$ cat config.mk
export PLATFORM = sky130hd
export DESIGN_NAME = levelsync_filt_vec
export DESIGN_NICKNAME = d
export VERILOG_FILES = /design/src/rtl/levelsync_filt_vec.sv
export SDC_FILE = /design/constraint.sdc
export NUM_CORES = 1
export LEC_CHECK = 0
export ABC_AREA = 1
export BUFFER_PORTS_ARGS = -buffer_cell sky130_fd_sc_hd__buf_2
export CAP_MARGIN = 15
export CORE_AREA = 5 5 42 44
export CTS_CLUSTER_DIAMETER = 40
export DETAILED_ROUTE_END_ITERATION = 16
export DIE_AREA = 0 0 47 49
export GPL_ROUTABILITY_DRIVEN = 0
export HOLD_SLACK_MARGIN = 0.05
export PLACE_DENSITY = 0.38
export SYNTH_ARGS = -nofsm -noshare
export SYNTH_HDL_FRONTEND = slang
export SYNTH_SLANG_ARGS = --single-unit
export TNS_END_PERCENT = 30
$ cat constraint.sdc
create_clock -name clk_dest -period 0.9 [get_ports clk_dest]
set_clock_uncertainty 0.1 [all_clocks]
set_input_delay 0.18 -clock clk_dest [delete_from_list [all_inputs] [get_ports clk_dest]]
set_output_delay 0.18 -clock clk_dest [all_outputs]
set_load 0.02 [all_outputs]
$ cat src/rtl/levelsync_filt_vec.sv
// Multi-channel level synchronizer for the clk_dest domain.
// Per channel: sync chain, optional glitch filter, registered edge pulses.
module levelsync_filt_vec #(
  parameter int               WIDTH         = 1,
  parameter int               STAGES        = 2,
  parameter int               FILTER_CYCLES = 0,
  parameter logic [WIDTH-1:0] RESET_VALUE   = '0,
  parameter logic [WIDTH-1:0] SET_VALUE     = '1
) (
  input  logic             clk_dest,
  input  logic             rst_dest,
  input  logic [WIDTH-1:0] set_dest,
  input  logic [WIDTH-1:0] src_data,
  output logic [WIDTH-1:0] dest_data,
  output logic [WIDTH-1:0] dest_rise,
  output logic [WIDTH-1:0] dest_fall,
  output logic [WIDTH-1:0] dest_busy
);

  localparam int CW =
    (FILTER_CYCLES > 0) ? $clog2(FILTER_CYCLES + 1) : 1;
  localparam logic [CW-1:0] FILT = CW'(FILTER_CYCLES);

  for (genvar i = 0; i < WIDTH; i++) begin : g_ch
    logic [STAGES-1:0] s_q, s_d;
    logic [CW-1:0]     cnt_q, cnt_d;
    logic              data_q, data_d;
    logic              rise_q, rise_d;
    logic              fall_q, fall_d;
    logic              sync;

    assign sync = s_q[STAGES-1];

    always_comb begin
      s_d    = {s_q[STAGES-2:0], src_data[i]};
      cnt_d  = cnt_q;
      data_d = data_q;
      rise_d = 1'b0;
      fall_d = 1'b0;
      if (set_dest[i]) begin
        s_d    = {STAGES{SET_VALUE[i]}};
        data_d = SET_VALUE[i];
        cnt_d  = '0;
      end else if (sync == data_q) begin
        cnt_d  = '0;
      end else if (cnt_q < FILT) begin
        cnt_d  = cnt_q + CW'(1);
      end else begin
        // Filter satisfied: take the new level and flag its direction
        data_d = sync;
        cnt_d  = '0;
        rise_d = sync;
        fall_d = ~sync;
      end
    end

    always_ff @(posedge clk_dest) begin
      if (rst_dest) begin
        s_q    <= {STAGES{RESET_VALUE[i]}};
        cnt_q  <= '0;
        data_q <= RESET_VALUE[i];
        rise_q <= 1'b0;
        fall_q <= 1'b0;
      end else begin
        s_q    <= s_d;
        cnt_q  <= cnt_d;
        data_q <= data_d;
        rise_q <= rise_d;
        fall_q <= fall_d;
      end
    end

    assign dest_data[i] = data_q;
    assign dest_rise[i] = rise_q;
    assign dest_fall[i] = fall_q;
    assign dest_busy[i] = |cnt_q;
  end

endmodule

==> flow_metrics.py <==
metrics = {
    "run_status": {
        "status": "complete, but fails checks",
        "violations": "setup timing",
    },
    "power": {
        "power.leakage_nw": 0.146,
        "power_density_nw_per_um2": 1970,
        "fin_total_pwr_mw": 0.559,
        "vdd_drop_max_v": 0.00106,
    },
    "final_layout": {
        "drive_above_1_share_pct": 43.8,
        "fin_area_um2": 284,
        "nFillCells": 161,
        "nets": 37,
        "stdcell_count": 48,
        "area_delta_synth_final_pct": 72.0,
        "final_common_cell": "nor2_1",
        "register_area_um2": 104,
        "diodes": 0,
        "mostFrequentLayoutCells": "nor2_1, inv_1",
        "multi_input_area_um2": 42.5,
    },
    "drt": {
        "vias": 151,
        "dr.first_iter.drc_count": 1,
        "drtAntennaViolNets": 0,
        "dr_wl_met3_um": 71,
        "met1_length_um": 140,
        "wl_met2_um": 96,
        "wl_per_cell_um": 6.42,
        "drc_errors": 0,
        "routed_wl_um": 308,
        "maxUsedRoutingLayer": "met3",
        "drt-pass1-iter-count": 2,
        "vias_per_cell": 3.15,
    },
    "clock_tree": {
        "clk_path_buf_depth": 2,
        "cts_buffers": 3,
        "cts_root_buf": "clkbuf_4",
        "clkTransAtPathRegs_ns": 0.04,
        "cts_max_level": 1,
        "clkSinkCount": 5,
        "cts_tree": "built",
        "clock_latency_ns": 0.24,
    },
    "synthesis": {
        "synth-xor-area-share_pct": 0,
        "synth_top_cell_by_area": "dfxtp_1",
        "synth_seq_area_share_pct": 60.6,
        "yosysWarnings": 0,
        "synthSimpleGateAreaFrac_pct": 23.5,
        "synth_top_area_share_pct": 60.6,
        "mappedNetlistArea_um2": 165,
        "synth_top_family_by_area": "simple AND/OR/NAND/NOR gates",
        "synthMuxAreaShare_pct": 0,
        "ys_ff_latch": 5,
        "synth.net_count": 24,
        "synth.distinct_cells": 7,
        "synthAdderAreaFrac_pct": 0,
        "syn_avg_cell_area_um2": 8.26,
        "ys_top_cells_by_area": "dfxtp_1, nor2_1, inv_1",
        "synth-compound-area-share_pct": 0,
        "syn_inst": 20,
    },
    "timing": {
        "final_max_slew_viol_count": 0,
        "hold_viol_final": 0,
        "rsz0062_at_grt": "yes",
        "setup_slack_ns": -0.0549,
        "setup_viol": 4,
        "period_needed_ns": 0.955,
        "max_freq_ghz": 1.05,
        "min_period_over_period_pct": 106,
    },
    "setup_path": {
        "crit_type": "register to primary output",
        "required_ns": 0.62,
        "start_kind": "register",
        "crit_path_max_incr_delay_ns": 0.32,
        "r2r_setup_slack_ns": 0.13,
        "crit_arrival_ns": 0.67,
        "critPathMaxFanout": 2,
        "cp_slowest_cell": "dfxtp_2",
        "crit_chain": "buf_6",
        "r2r-start": "dest_data$_SDFFE_PP0P_",
        "r2r-end": "dest_rise$_SDFF_PP0_",
        "crit_path_end_kind": "primary output",
        "crit_buf_inv": 1,
        "reg2reg_depth": 4,
        "path_delay_family": "flip-flops",
    },
    "global_route": {
        "grt_remaining_overflow": 0,
        "grt_usage_pct": 4.09,
        "grt_max_degree": 5,
        "grt_pass1_wl_um": 558,
        "grt_pass1_vias": 143,
        "antenna_found_initial": 0,
    },
    "floorplanning": {
        "design.core.area_um2": 1400,
        "dieArea_um2": 2300,
        "rows": 14,
        "die_w_um": 47,
        "die_height_um": 49,
        "start_util_pct": 11.8,
        "io_pins": 8,
    },
    "place": {
        "place.detailed.hpwl_um": 220,
        "place_inst": 41,
        "io_buffers": 6,
        "placed_cell_area_um2": 208,
        "dp_slack_ns": 0.120,
    },
    "hold_path": {
        "whs_path_depth": 2,
        "min_from": "rst_dest",
        "min_to": "dest_data$_SDFFE_PP0P_",
        "hold_path_class": "primary input to register",
    },
    "run": {
        "cap_violations": 0,
    },
}
==> cells in the mapped netlist <==
| cell | count |
|---|---|
| buf_4 | 1 |
| conb_1 | 1 |
| dfxtp_1 | 5 |
| inv_1 | 4 |
| nand3_1 | 2 |
| nor2_1 | 6 |
| nor2_2 | 1 |
==> state kept, by name, summed over array words and instances (netlist names) <==
signal / cells
dest_rise: 1
g_ch.s_q: 2
dest_data: 1
dest_fall: 1
==> how the worst max path moves through the flow <==
stage,start,end,cells past startpoint
2_1_floorplan,dest_data$_SDFFE_PP0P_,dest_rise$_SDFF_PP0_,3
3_5_place_dp,dest_data$_SDFFE_PP0P_,dest_data,1
6_report,dest_data$_SDFFE_PP0P_,dest_data,1
3_3_place_gp,dest_data$_SDFFE_PP0P_,dest_data,1
5_1_grt,dest_data$_SDFFE_PP0P_,dest_data,1
4_1_cts,dest_data$_SDFFE_PP0P_,dest_data,1
==> logic make-up (layout without fill, tap and decap cells) <==
family	Yosys count	after routing
simple gates	9	9
flops	5	5
buf+inv	5	17
other cells	1	1
==> repair_timing <==
action / 4_1_cts / 5_1_grt
endpoints found under the setup margin: 3 / 3
setup buffers: 1 / 0
hold endpoints to repair: 3 / 1
gates resized for setup: 9 / 0
==> metrics by stage <==
| stage | hold WS [ns] | utilization, % | TNS [ns] |
|---|---|---|---|
| 3_5_place_dp | 0.292 | 14.8 | 0 |
| 2_1_floorplan | 0.152 | - | 0 |
| 5_1_grt | 0.0539 | 20.3 | -0.256 |
| 4_1_cts | 0.0376 | 18.8 | -0.197 |
| 3_3_place_gp | 0.287 | 14.8 | 0 |
| 6_report | 0.0544 | 20.3 | -0.158 |
==> where the power goes <==
group	internal, mW	leakage (nW)	switching, mW
Sequential	0.236	0.0426	0.00576
Clock	0.168	0.0150	0.0902
Combinational	0.0310	0.0881	0.0290
==> per-layer routing <==
metal	vias to the layer above	global-route usage, %
met5	-	0
met2	10	3.62
li1	80	-
met3	0	7.01
met1	61	3.76
met4	0	2.76
==> layout make-up <==
class | count | share of cell area, %
Tap cell | 16 | 7.05
Sequential cell | 5 | 36.6
Clock buffer | 4 | 9.25
Multi-Input combinational cell | 10 | 15.0
Inverter | 4 | 5.29
Timing Repair Buffer | 9 | 26.9
No activity file was read; power rests on OpenSTA's default activity.
